==> config.mk <==
export PLATFORM = sky130hd
export DESIGN_NAME = mrv1_issue_sched_flat
export DESIGN_NICKNAME = d
export VERILOG_FILES = /design/src/rtl/mrv1_pkg.sv /design/src/rtl/mrv1_issue_sched_if.sv /design/src/rtl/mrv1_rr_arb.sv /design/src/rtl/mrv1_issue_sched.sv /design/src/flat_wrapper.sv
export SDC_FILE = /design/constraint.sdc
export NUM_CORES = 1
export LEC_CHECK = 0
export ABC_AREA = 1
export CORE_ASPECT_RATIO = 1.4
export CORE_UTILIZATION = 30
export CTS_CLUSTER_DIAMETER = 200
export DETAILED_ROUTE_END_ITERATION = 6
export DONT_BUFFER_PORTS = 1
export REMOVE_ABC_BUFFERS = 1
export SETUP_SLACK_MARGIN = 0.3
export SLEW_MARGIN = 20
export SYNTH_ARGS = -nofsm -noshare
export SYNTH_HDL_FRONTEND = slang
export SYNTH_HIERARCHICAL = 1
export SYNTH_SLANG_ARGS = --single-unit
==> constraint.sdc <==
create_clock -name clk_i -period 2.8 [get_ports clk_i]
set_input_delay 0.28 -clock clk_i [delete_from_list [all_inputs] [get_ports clk_i]]
set_output_delay 0.28 -clock clk_i [all_outputs]
set_load 0.05 [all_outputs]
==> src/rtl/mrv1_pkg.sv <==
// Shared definitions for the MRV1 issue stage.
package mrv1_pkg;

  // Per-thread issue state.
  typedef enum logic [1:0] {
    IDLE  = 2'd0,
    RUN   = 2'd1,
    FLUSH = 2'd2
  } th_state_e;

endpackage : mrv1_pkg

==> src/rtl/mrv1_issue_sched_if.sv <==
// Decode-to-issue handshake bundle for the multithreaded issue scheduler.
// The master side drives thread status and flushes; the slave side is the scheduler.
interface mrv1_issue_sched_if #(
  parameter int NUM_THREADS_P = 8,
  parameter int NUM_FU_P      = 4
);
  localparam int TID_WIDTH_LP = $clog2(NUM_THREADS_P);

  logic [NUM_THREADS_P-1:0]               th_en_i;
  logic [NUM_THREADS_P-1:0]               insn_vld_i;
  logic [NUM_THREADS_P-1:0]               iq_rdy_i;
  logic [NUM_THREADS_P-1:0]               rs_conflict_i;
  logic [NUM_THREADS_P-1:0][NUM_FU_P-1:0] fu_req_i;
  logic [NUM_FU_P-1:0]                    exec_fu_rdy_i;
  logic                                   flush_vld_i;
  logic [TID_WIDTH_LP-1:0]                flush_tid_i;

  logic                                   issue_vld_o;
  logic [TID_WIDTH_LP-1:0]                issue_tid_o;
  logic [NUM_THREADS_P-1:0]               deq_o;
  logic [NUM_THREADS_P-1:0]               th_busy_o;
  logic [31:0]                            issue_cnt_o;

  modport master (
    output th_en_i, insn_vld_i, iq_rdy_i, rs_conflict_i, fu_req_i,
           exec_fu_rdy_i, flush_vld_i, flush_tid_i,
    input  issue_vld_o, issue_tid_o, deq_o, th_busy_o, issue_cnt_o
  );

  modport slave (
    input  th_en_i, insn_vld_i, iq_rdy_i, rs_conflict_i, fu_req_i,
           exec_fu_rdy_i, flush_vld_i, flush_tid_i,
    output issue_vld_o, issue_tid_o, deq_o, th_busy_o, issue_cnt_o
  );

endinterface : mrv1_issue_sched_if

==> src/rtl/mrv1_rr_arb.sv <==
// Rotating-priority arbiter: picks the first requester at or above ptr_i,
// wrapping past the top thread back to thread 0.
module mrv1_rr_arb #(
  parameter int NUM_THREADS_P = 8
) (
  input  logic [NUM_THREADS_P-1:0]         req_i,
  input  logic [$clog2(NUM_THREADS_P)-1:0] ptr_i,
  output logic [NUM_THREADS_P-1:0]         gnt_o,
  output logic [$clog2(NUM_THREADS_P)-1:0] gnt_tid_o,
  output logic                             gnt_vld_o
);
  localparam int TID_WIDTH_LP = $clog2(NUM_THREADS_P);

  logic [TID_WIDTH_LP-1:0] idx;

  // Walk the threads starting at ptr_i; the thread count is a power of two so
  // the index wraps by plain truncation.
  always_comb begin
    // NOTE: every output of a combinational block gets a default first so no
    // path leaves it unassigned, which would otherwise infer a latch.
    gnt_o     = '0;
    gnt_tid_o = '0;
    gnt_vld_o = 1'b0;
    idx       = '0;
    for (int i = 0; i < NUM_THREADS_P; i++) begin
      idx = ptr_i + TID_WIDTH_LP'(i);
      if (!gnt_vld_o && req_i[idx]) begin
        gnt_vld_o  = 1'b1;
        gnt_tid_o  = idx;
        gnt_o[idx] = 1'b1;
      end
    end
  end

endmodule : mrv1_rr_arb

==> src/rtl/mrv1_issue_sched.sv <==
// Multithreaded issue scheduler: one instruction per cycle from the eligible
// threads in round-robin order, with per-thread IDLE/RUN/FLUSH tracking.
module mrv1_issue_sched
  import mrv1_pkg::*;
#(
  parameter int NUM_THREADS_P  = 8,
  parameter int NUM_FU_P       = 4,
  parameter int FLUSH_CYCLES_P = 2
) (
  input  logic              clk_i,
  input  logic              rst_i,
  mrv1_issue_sched_if.slave bus
);
  localparam int TID_WIDTH_LP = $clog2(NUM_THREADS_P);
  localparam int CNT_WIDTH_LP = $clog2(FLUSH_CYCLES_P + 1);

  th_state_e               state_q [NUM_THREADS_P];
  th_state_e               state_d [NUM_THREADS_P];
  logic [CNT_WIDTH_LP-1:0] cnt_q   [NUM_THREADS_P];
  logic [CNT_WIDTH_LP-1:0] cnt_d   [NUM_THREADS_P];

  logic [TID_WIDTH_LP-1:0]  rr_ptr_q, rr_ptr_d;
  logic [TID_WIDTH_LP-1:0]  last_tid_q, last_tid_d;
  logic [31:0]              issue_cnt_q, issue_cnt_d;

  logic [NUM_THREADS_P-1:0] elig;
  logic [NUM_THREADS_P-1:0] gnt;
  logic [TID_WIDTH_LP-1:0]  gnt_tid;
  logic                     gnt_vld;

  // A thread may issue when running, its head is ready, an FU it wants is
  // free, and it is not being flushed this very cycle.
  always_comb begin
    elig = '0;
    for (int i = 0; i < NUM_THREADS_P; i++) begin
      elig[i] = (state_q[i] == RUN)
              & bus.insn_vld_i[i]
              & bus.iq_rdy_i[i]
              & ~bus.rs_conflict_i[i]
              & (|(bus.fu_req_i[i] & bus.exec_fu_rdy_i))
              & ~(bus.flush_vld_i && (bus.flush_tid_i == TID_WIDTH_LP'(i)));
    end
  end

  mrv1_rr_arb #(
    .NUM_THREADS_P (NUM_THREADS_P)
  ) u_rr_arb (
    .req_i     (elig),
    .ptr_i     (rr_ptr_q),
    .gnt_o     (gnt),
    .gnt_tid_o (gnt_tid),
    .gnt_vld_o (gnt_vld)
  );

  assign bus.issue_vld_o = gnt_vld;
  assign bus.deq_o       = gnt;
  assign bus.issue_tid_o = gnt_vld ? gnt_tid : last_tid_q;
  assign bus.issue_cnt_o = issue_cnt_q;

  // Busy flags mirror the FLUSH state of each thread.
  always_comb begin
    bus.th_busy_o = '0;
    for (int i = 0; i < NUM_THREADS_P; i++) begin
      bus.th_busy_o[i] = (state_q[i] == FLUSH);
    end
  end

  // Per-thread next state; a flush outranks enable changes and restarts the
  // blocking window even if one is already running.
  always_comb begin
    for (int i = 0; i < NUM_THREADS_P; i++) begin
      state_d[i] = state_q[i];
      cnt_d[i]   = cnt_q[i];
      unique case (state_q[i])
        IDLE: begin
          if (bus.th_en_i[i]) state_d[i] = RUN;
        end
        RUN: begin
          if (bus.flush_vld_i && (bus.flush_tid_i == TID_WIDTH_LP'(i))) begin
            state_d[i] = FLUSH;
            cnt_d[i]   = CNT_WIDTH_LP'(FLUSH_CYCLES_P);
          end else if (!bus.th_en_i[i]) begin
            state_d[i] = IDLE;
          end
        end
        FLUSH: begin
          if (bus.flush_vld_i && (bus.flush_tid_i == TID_WIDTH_LP'(i))) begin
            cnt_d[i] = CNT_WIDTH_LP'(FLUSH_CYCLES_P);
          end else if (cnt_q[i] == CNT_WIDTH_LP'(1)) begin
            state_d[i] = bus.th_en_i[i] ? RUN : IDLE;
            cnt_d[i]   = '0;
          end else begin
            cnt_d[i] = cnt_q[i] - CNT_WIDTH_LP'(1);
          end
        end
        default: begin
          state_d[i] = IDLE;
          cnt_d[i]   = '0;
        end
      endcase
    end
  end

  // Round-robin pointer, last granted thread and issue counter advance on a grant.
  always_comb begin
    rr_ptr_d    = rr_ptr_q;
    last_tid_d  = last_tid_q;
    issue_cnt_d = issue_cnt_q;
    if (gnt_vld) begin
      rr_ptr_d    = gnt_tid + TID_WIDTH_LP'(1);
      last_tid_d  = gnt_tid;
      issue_cnt_d = issue_cnt_q + 32'd1;
    end
  end

  // State registers with asynchronous active-low reset.
  always_ff @(posedge clk_i or negedge rst_i) begin
    if (!rst_i) begin
      // NOTE: the per-thread arrays are control state, not data storage, so
      // every element is reset; a thread must never wake up in RUN or FLUSH.
      for (int i = 0; i < NUM_THREADS_P; i++) begin
        state_q[i] <= IDLE;
        cnt_q[i]   <= '0;
      end
      rr_ptr_q    <= '0;
      last_tid_q  <= '0;
      issue_cnt_q <= '0;
    end else begin
      // NOTE: non-blocking assignments so every register samples the values
      // from before this edge, regardless of statement order.
      for (int i = 0; i < NUM_THREADS_P; i++) begin
        state_q[i] <= state_d[i];
        cnt_q[i]   <= cnt_d[i];
      end
      rr_ptr_q    <= rr_ptr_d;
      last_tid_q  <= last_tid_d;
      issue_cnt_q <= issue_cnt_d;
    end
  end

endmodule : mrv1_issue_sched

==> src/flat_wrapper.sv <==
// flat-port wrapper written by rule: the top's interface ports become plain ports
module mrv1_issue_sched_flat import mrv1_pkg::*;
#(
  parameter int NUM_THREADS_P  = 8,
  parameter int NUM_FU_P       = 4,
  parameter int FLUSH_CYCLES_P = 2
)
  (clk_i, rst_i, bus_th_en_i, bus_insn_vld_i, bus_iq_rdy_i, bus_rs_conflict_i, bus_fu_req_i, bus_exec_fu_rdy_i, bus_flush_vld_i, bus_flush_tid_i, bus_issue_vld_o, bus_issue_tid_o, bus_deq_o, bus_th_busy_o, bus_issue_cnt_o);
  mrv1_issue_sched_if #(.NUM_THREADS_P(NUM_THREADS_P), .NUM_FU_P(NUM_FU_P)) bus_i ();
  input  logic clk_i;
  input  logic rst_i;
  input wire logic [$bits(bus_i.th_en_i)-1:0] bus_th_en_i;
  input wire logic [$bits(bus_i.insn_vld_i)-1:0] bus_insn_vld_i;
  input wire logic [$bits(bus_i.iq_rdy_i)-1:0] bus_iq_rdy_i;
  input wire logic [$bits(bus_i.rs_conflict_i)-1:0] bus_rs_conflict_i;
  input wire logic [$bits(bus_i.fu_req_i)-1:0] bus_fu_req_i;
  input wire logic [$bits(bus_i.exec_fu_rdy_i)-1:0] bus_exec_fu_rdy_i;
  input wire logic [$bits(bus_i.flush_vld_i)-1:0] bus_flush_vld_i;
  input wire logic [$bits(bus_i.flush_tid_i)-1:0] bus_flush_tid_i;
  output wire logic [$bits(bus_i.issue_vld_o)-1:0] bus_issue_vld_o;
  output wire logic [$bits(bus_i.issue_tid_o)-1:0] bus_issue_tid_o;
  output wire logic [$bits(bus_i.deq_o)-1:0] bus_deq_o;
  output wire logic [$bits(bus_i.th_busy_o)-1:0] bus_th_busy_o;
  output wire logic [$bits(bus_i.issue_cnt_o)-1:0] bus_issue_cnt_o;
  assign bus_i.th_en_i = bus_th_en_i;
  assign bus_i.insn_vld_i = bus_insn_vld_i;
  assign bus_i.iq_rdy_i = bus_iq_rdy_i;
  assign bus_i.rs_conflict_i = bus_rs_conflict_i;
  assign bus_i.fu_req_i = bus_fu_req_i;
  assign bus_i.exec_fu_rdy_i = bus_exec_fu_rdy_i;
  assign bus_i.flush_vld_i = bus_flush_vld_i;
  assign bus_i.flush_tid_i = bus_flush_tid_i;
  assign bus_issue_vld_o = bus_i.issue_vld_o;
  assign bus_issue_tid_o = bus_i.issue_tid_o;
  assign bus_deq_o = bus_i.deq_o;
  assign bus_th_busy_o = bus_i.th_busy_o;
  assign bus_issue_cnt_o = bus_i.issue_cnt_o;
  mrv1_issue_sched #(.NUM_THREADS_P(NUM_THREADS_P), .NUM_FU_P(NUM_FU_P), .FLUSH_CYCLES_P(FLUSH_CYCLES_P)) u_core (.clk_i(clk_i), .rst_i(rst_i), .bus(bus_i));
endmodule
==> out/qor.yml, run 1 <==
status:
  status: "complete, but fails checks"
  violations: "design-rule violations, negative setup slack"
power:
  powerDensity_nw_per_um2: 1450
  peakVddDrop_v: 0.000764
  p_leak_nw: 4.63
  p_total_mw: 13.7
sta:
  fmax_mhz: 314
  tightest_slew_ns: 0.683
  setup_violations: 49
  maxSlewViolCount: 0
  post-route-period-util: 1.14
  hold_ws_ns: 0.148
  fin_ws_ns: -0.383
  finClkSkew_ns: 0.00971
  rsz0062_at_grt: "true"
  hold_viol: 0
  fin_crit_ns: 3.18
  slew_headroom: 0.544
cells_and_area:
  fillCellCount: 2001
  diodes: 0
  multiInputGateArea_um2: 4780
  syn_to_final_growth_pct: 48.8
  drive_gt1_frac: 0.355
  seq_area_um2: 1750
  nets: 1256
  final_area_um2: 9430
  post-route-util: 0.457
synth:
  ys_types: 37
  synth-adder-area-share: 0.0947
  synth_top_family_by_area: "simple AND/OR/NAND/NOR gates"
  seq_area_frac_synth: 0.276
  ys_warn_count: 6
  muxShareOfSynthArea: 0
  synth-seq-cells: 70
  synthCells: 960
  yosys.area_share.simple: 0.436
  syn_area_per_cell_um2: 6.61
  synth-compound-area-share: 0.0556
  synth_xor_area_frac: 0.0361
  syn-cell-area_um2: 6340
min_path:
  holdPathEnd: "u_core/state_q[1]$_DFFE_PN0P_"
  worstHoldPathCells: 3
  min_path_type: "in2reg"
  hold_start: "bus_th_en_i[7]"
global_routing:
  grt_max_degree: 71
  overflow: 0
  antenna_found_initial: 0
  grt_pass1_wl_mm: 32.3
  grtUsageTotal: 0.185
  grt_pass1_vias: 6835
cts:
  cts-root-buf: "clkbuf_16"
  cts_tree: "done"
  clk_latency_ns: 0.34
  cts.sinks: 70
  cts_made_buffers: 9
  h-tree-depth: 3
  path_clk_slew_ns: 0.06
  cts_buffer_depth: 2
route:
  met3_length_um: 931
  top_layer: "met4"
  routed_wl_mm: 21.2
  route.met2.wl_mm: 11.2
  vias: 7065
  drc: 10
  detail-route-antenna-nets: 0
  first_pass_iters: 7
  via_per_inst: 5.07
  wl_met1_mm: 8.09
  drt_iter0_drc: 388
  wl_per_cell_um: 15.2
critical_path:
  r2r-start: "u_core/state_q[13]$_DFFE_PN0P_"
  cp.arrival_ns: 2.90
  r2r_end: "u_core/bus.issue_cnt_o[28]$_DFFE_PN0P_"
  cp_max_fo: 4
  crit_path_start_kind: "register"
  critPathKind: "reg2out"
  reg2regPathDepth: 24
  end_kind: "output port"
  required_ns: 2.52
  rrSetupSlack_ns: -0.32
floorplanning:
  core_um2: 20600
  initial_core_util: 0.307
  num_io_pins: 126
  dieArea_um2: 21700
  die_h_um: 174
  std_cell_rows: 62
  chipWidth_um: 125
placed_design:
  placed_area_um2: 7680
  place.gp.congestion: 1.01
  io_buffers: 0
  hpwl_mm: 15.3
run:
  drv_cap: 0
==> metal layers <==
metal / vias to the layer above / GRT usage
met5: - / 0
met3: 62 / 0.0277
met1: 3319 / 0.197
li1: 3480 / -
met2: 204 / 0.341
met4: 0 / 0.112
==> timing repair <==
item,in CTS,in global routing
gates resized for setup,87,185
hold buffers,2,0
setup endpoints to repair,50,54
pin swaps,40,88
setup buffers,28,23
endpoints found under the hold margin,70,0
==> cells by family (layout without fill, tap and decap cells) <==
logic type,Yosys count,in the layout
buffers and inverters,151,329
flip-flops,70,70
AND/OR/NAND/NOR,606,606
adder cells (fa/ha/maj),48,48
XOR/XNOR,24,24
AO/OA/AOI/OAI,61,61
==> synth_stat cells (all sizes together) <==
master,n,share of area
a21oi,15,0.012
a221oi,6,0.0083
a22o,4,0.0055
a31oi,1,0.00099
buf,17,0.021
clkbuf,9,0.0053
clkinv,2,0.0012
dfrtp,70,0.28
ha,48,0.095
inv,123,0.073
nand2,264,0.16
nand3,125,0.10
nand3b,8,0.0095
nand4,43,0.045
nor2,127,0.087
nor3,35,0.029
nor3b,1,0.0012
nor4,1,0.00099
o21ai,33,0.026
o21bai,2,0.0024
or2,2,0.0020
xnor2,9,0.015
xor2,15,0.021
==> sequential cells by signal, summed over array words and instances (netlist names) <==
signal                  cells
u_core/last_tid_q           3
u_core/rr_ptr_q             3
u_core/state_q             16
u_core/cnt_q               16
u_core/bus.issue_cnt_o     32
==> critical path, cell delays in order (launching register included) <==
cell and delay (ns):
dfrtp_1 0.38, inv_2 0.08, ha_4 0.15, inv_4 0.04
nor2_4 0.07, nand4_1 0.18, nor2_2 0.24, nand2_2 0.12
nand3_4 0.08, nand2_1 0.06, nand2_1 0.06, nand2_2 0.07
buf_6 0.12, nand4_4 0.11, nor2_4 0.06, nand3b_1 0.20
inv_2 0.08, buf_6 0.14, nand2_1 0.08, nand2_2 0.08
buf_12 0.15
==> stage by stage <==
stage,setup slack (ns),TNS (ns),std cells
finish,-0.383,-10.01,1394
global route,-0.556,-18.31,1394
CTS,-0.401,-6.57,1371
detailed placement,-0.417,-13.57,1326
global placement,-0.391,-13.17,1326
floorplan,-1.88,-70.36,934
==> final cells by class <==
cell class                 instances  area share
multi-input combinational        739       0.507
timing repair buffer             189       0.189
sequential                        70       0.186
inverter                         125      0.0520
tap                              256      0.0340
clock buffer                      11      0.0247
clock inverter                     4     0.00769
==> cell usage in the layout, fill, tap and decap left out, drive strengths merged, types with 4 or more instances in the layout <==
| cell type | netlist | routed |
|---|---|---|
| nor2 | 127 | 127 |
| nand2 | 264 | 264 |
| buf | 17 | 188 |
| nand4 | 43 | 43 |
| dfrtp | 70 | 70 |
| nor3 | 35 | 35 |
| a221oi | 6 | 6 |
| a21oi | 15 | 15 |
| clkbuf | 9 | 11 |
| ha | 48 | 48 |
| a22o | 4 | 4 |
| inv | 123 | 123 |
| xor2 | 15 | 15 |
| nand3 | 125 | 125 |
| nand3b | 8 | 8 |
| o21ai | 33 | 33 |
| xnor2 | 9 | 9 |
==> report_power, final <==
part / internal, mW / switching (mW) / total, mW
Clock: 0.774 / 0.436 / 1.21
Combinational: 4.76 / 6.16 / 10.9
Sequential: 1.26 / 0.316 / 1.58
Total: 6.80 / 6.91 / 13.7
==> worst max path at each step <==
stage                                         startpoint                                endpoint  slack [ns]  cells after the start
after detailed placement  u_core/state_q[11]$_DFFE_PN0P_   u_core/bus.issue_cnt_o[9]$_DFFE_PN0P_       -0.42                     19
after global placement    u_core/state_q[11]$_DFFE_PN0P_  u_core/bus.issue_cnt_o[27]$_DFFE_PN0P_       -0.39                     21
after CTS                 u_core/state_q[13]$_DFFE_PN0P_                      bus_issue_tid_o[1]       -0.40                     21
after global routing      u_core/state_q[13]$_DFFE_PN0P_  u_core/bus.issue_cnt_o[28]$_DFFE_PN0P_       -0.56                     24
final                     u_core/state_q[13]$_DFFE_PN0P_                      bus_issue_tid_o[1]       -0.38                     20
after floorplan           u_core/rr_ptr_q[0]$_DFFE_PN0P_                      bus_issue_tid_o[0]       -1.88                     13
(Power assumes the default switching activity.)
==> inputs of run 2 (changes only) <==
--- a/config.mk
+++ b/config.mk
@@ -7,10 +7,12 @@
 export LEC_CHECK = 0
 export ABC_AREA = 1
 export CORE_ASPECT_RATIO = 1.4
-export CORE_UTILIZATION = 30
+export CORE_UTILIZATION = 59
 export CTS_CLUSTER_DIAMETER = 200
 export DETAILED_ROUTE_END_ITERATION = 6
 export DONT_BUFFER_PORTS = 1
+export GPL_ROUTABILITY_DRIVEN = 0
+export PLACE_DENSITY = 0.78
 export REMOVE_ABC_BUFFERS = 1
 export SETUP_SLACK_MARGIN = 0.3
 export SLEW_MARGIN = 20
==> run 2 against run 1 <==
  * The run still ends with design-rule violations, negative setup slack left
  * Maximum frequency fell by 10%
  * Final cell count fell by 12%
  * Utilization rose by 38 points
  * Critical path type unchanged
  * Critical endpoint is now bus_issue_tid_o[0]
  * Largest cell class unchanged
  * Highest routed layer unchanged
==> out/qor.yml, run 2 (synthesized netlist as in run 1, its figures left out) <==
floorplanning:
  num_io_pins: 126
  std_cell_rows: 44
  chipWidth_um: 89.6
  core_um2: 10400
  die_h_um: 125
  initial_core_util: 0.609
  dieArea_um2: 11200
cells_and_area:
  multiInputGateArea_um2: 4690
  nets: 1204
  drive_gt1_frac: 0.313
  largest_reg_flops: 32
  seq_area_um2: 1750
  diodes: 0
  final_common_cell: "nand2_1"
  final_area_um2: 8710
  post-route-util: 0.837
  fillCellCount: 585
  fin_cells: 1225
  syn_to_final_growth_pct: 37.3
  mostFrequentLayoutCells: "nand2_1, buf_4, inv_1"
run:
  drv_cap: 0
critical_path:
  required_ns: 2.52
  critPathKind: "reg2out"
  crit_slowest_cell: "dfrtp_1"
  cp_max_fo: 10
  worstPathCellList: "inv_2, ha_4, inv_2, nor2_4, nand4_1, nor2_2, nand2_1, nand3_2, nand3_1, nand2_2, buf_6, nand3_1, nand2_1, nor2_2, nand3_1, nor2_2, nand3_2, nand2_1, nand2_2, buf_12"
  end_kind: "output port"
  crit_path_start_kind: "register"
  crit_family: "simple AND/OR/NAND/NOR gates"
  cp.arrival_ns: 3.27
  cpPeakStageDelay_ns: 0.39
  path_buf_inv: 4
global_routing:
  grt_pass1_wl_mm: 32.2
  grtUsageTotal: 0.367
  grt_pass1_vias: 7171
  grt_max_degree: 71
  antenna_found_initial: 0
  overflow: 0
cts:
  clk_latency_ns: 0.35
  cts.sinks: 70
  cts-root-buf: "clkbuf_16"
  cts_tree: "done"
  h-tree-depth: 3
  cts_buffer_depth: 2
  cts_made_buffers: 9
  path_clk_slew_ns: 0.06
route:
  via_per_inst: 6.33
  routed_wl_mm: 24.1
  vias: 7759
  detail-route-antenna-nets: 0
  first_pass_iters: 7
  drc: 9
  wl_per_cell_um: 19.6
  drt_iter0_drc: 806
sta:
  fin_crit_ns: 3.55
  tightest_slew_ns: 0.810
  maxSlewViolCount: 0
  finClkSkew_ns: 0.00792
  setup_violations: 50
  hold_viol: 0
  fmax_mhz: 282
  post-route-period-util: 1.27
  rsz0062_at_grt: "true"
  slew_headroom: 0.460
  fin_ws_ns: -0.748
min_path:
  min_path_type: "in2reg"
power:
  powerDensity_nw_per_um2: 1560
  p_leak_nw: 4.30
  peakVddDrop_v: 0.000981
placed_design:
  hpwl_mm: 13.4
  io_buffers: 0
  place_inst: 1176
  placed_area_um2: 7280
status:
  violations: "design-rule violations, negative setup slack"
  status: "complete, but fails checks"
## run 2: through the flow
step / setup slack, ns / power (mW) / setup TNS, ns / hold slack [ns]
4_1_cts: -0.264 / 11.6 / -2.64 / 0.142
6_report: -0.748 / 13.5 / -24.28 / 0.154
5_1_grt: -0.944 / 14.2 / -33.59 / 0.159
3_3_place_gp: -0.122 / 9.51 / -2.13 / -0.0142
3_5_place_dp: -0.197 / 9.62 / -5.27 / -0.0142
2_1_floorplan: -1.88 / 6.22 / -70.36 / -0.0156
## run 2: cell type report
class                   count  share of cell area
clock buffers              10              0.0275
inverters                 125              0.0562
repair buffers            137               0.151
multi-input cells         739               0.539
well taps                 138              0.0198
flip-flops and latches     70               0.201
clock inverters             6             0.00532
## run 2: worst paths after layout
path	from	to	slack [ns]	cells past startpoint
worst min-delay path	bus_th_en_i[7]	u_core/state_q[1]$_DFFE_PN0P_	0.15	3
max in group asynchronous	rst_i	u_core/rr_ptr_q[2]$_DFFE_PN0P_	2.00	2
worst min register to register	u_core/cnt_q[9]$_DFFE_PN0P_	u_core/cnt_q[9]$_DFFE_PN0P_	0.51	2
worst max-delay path	u_core/state_q[15]$_DFFE_PN0P_	bus_issue_tid_o[0]	-0.75	20
min in group asynchronous	rst_i	u_core/state_q[1]$_DFFE_PN0P_	0.50	2
worst max register to register	u_core/state_q[15]$_DFFE_PN0P_	u_core/bus.issue_cnt_o[29]$_DFFE_PN0P_	-0.68	23
## run 2: power by group
part	internal (mW)	switching, mW
clock	0.629	0.492
combinational	4.30	6.45
sequential	1.26	0.417
## run 2: tightest hold or removal path: stages
cell and delay (ns):
a21oi_2 0.05, nand3_1 0.08, nand2_1 0.05
## run 2: layer usage
layer	up-vias	part of all wire	wire length (µm)	global-route usage
met5	-	0	0	0
met4	0	0.078	1890	0.218
met3	228	0.10	2420	0.0941
met2	594	0.49	11700	0.611
met1	3566	0.34	8070	0.407
li1	3371	-	-	-
## run 2: repair_timing
action / in CTS / in global routing
resized for setup: 118 / 109
hold buffers: 2 / 0
pin swaps: 69 / 55
setup buffers: 15 / 16
endpoints found under the setup margin: 50 / 50
hold endpoints to repair: 70 / 0
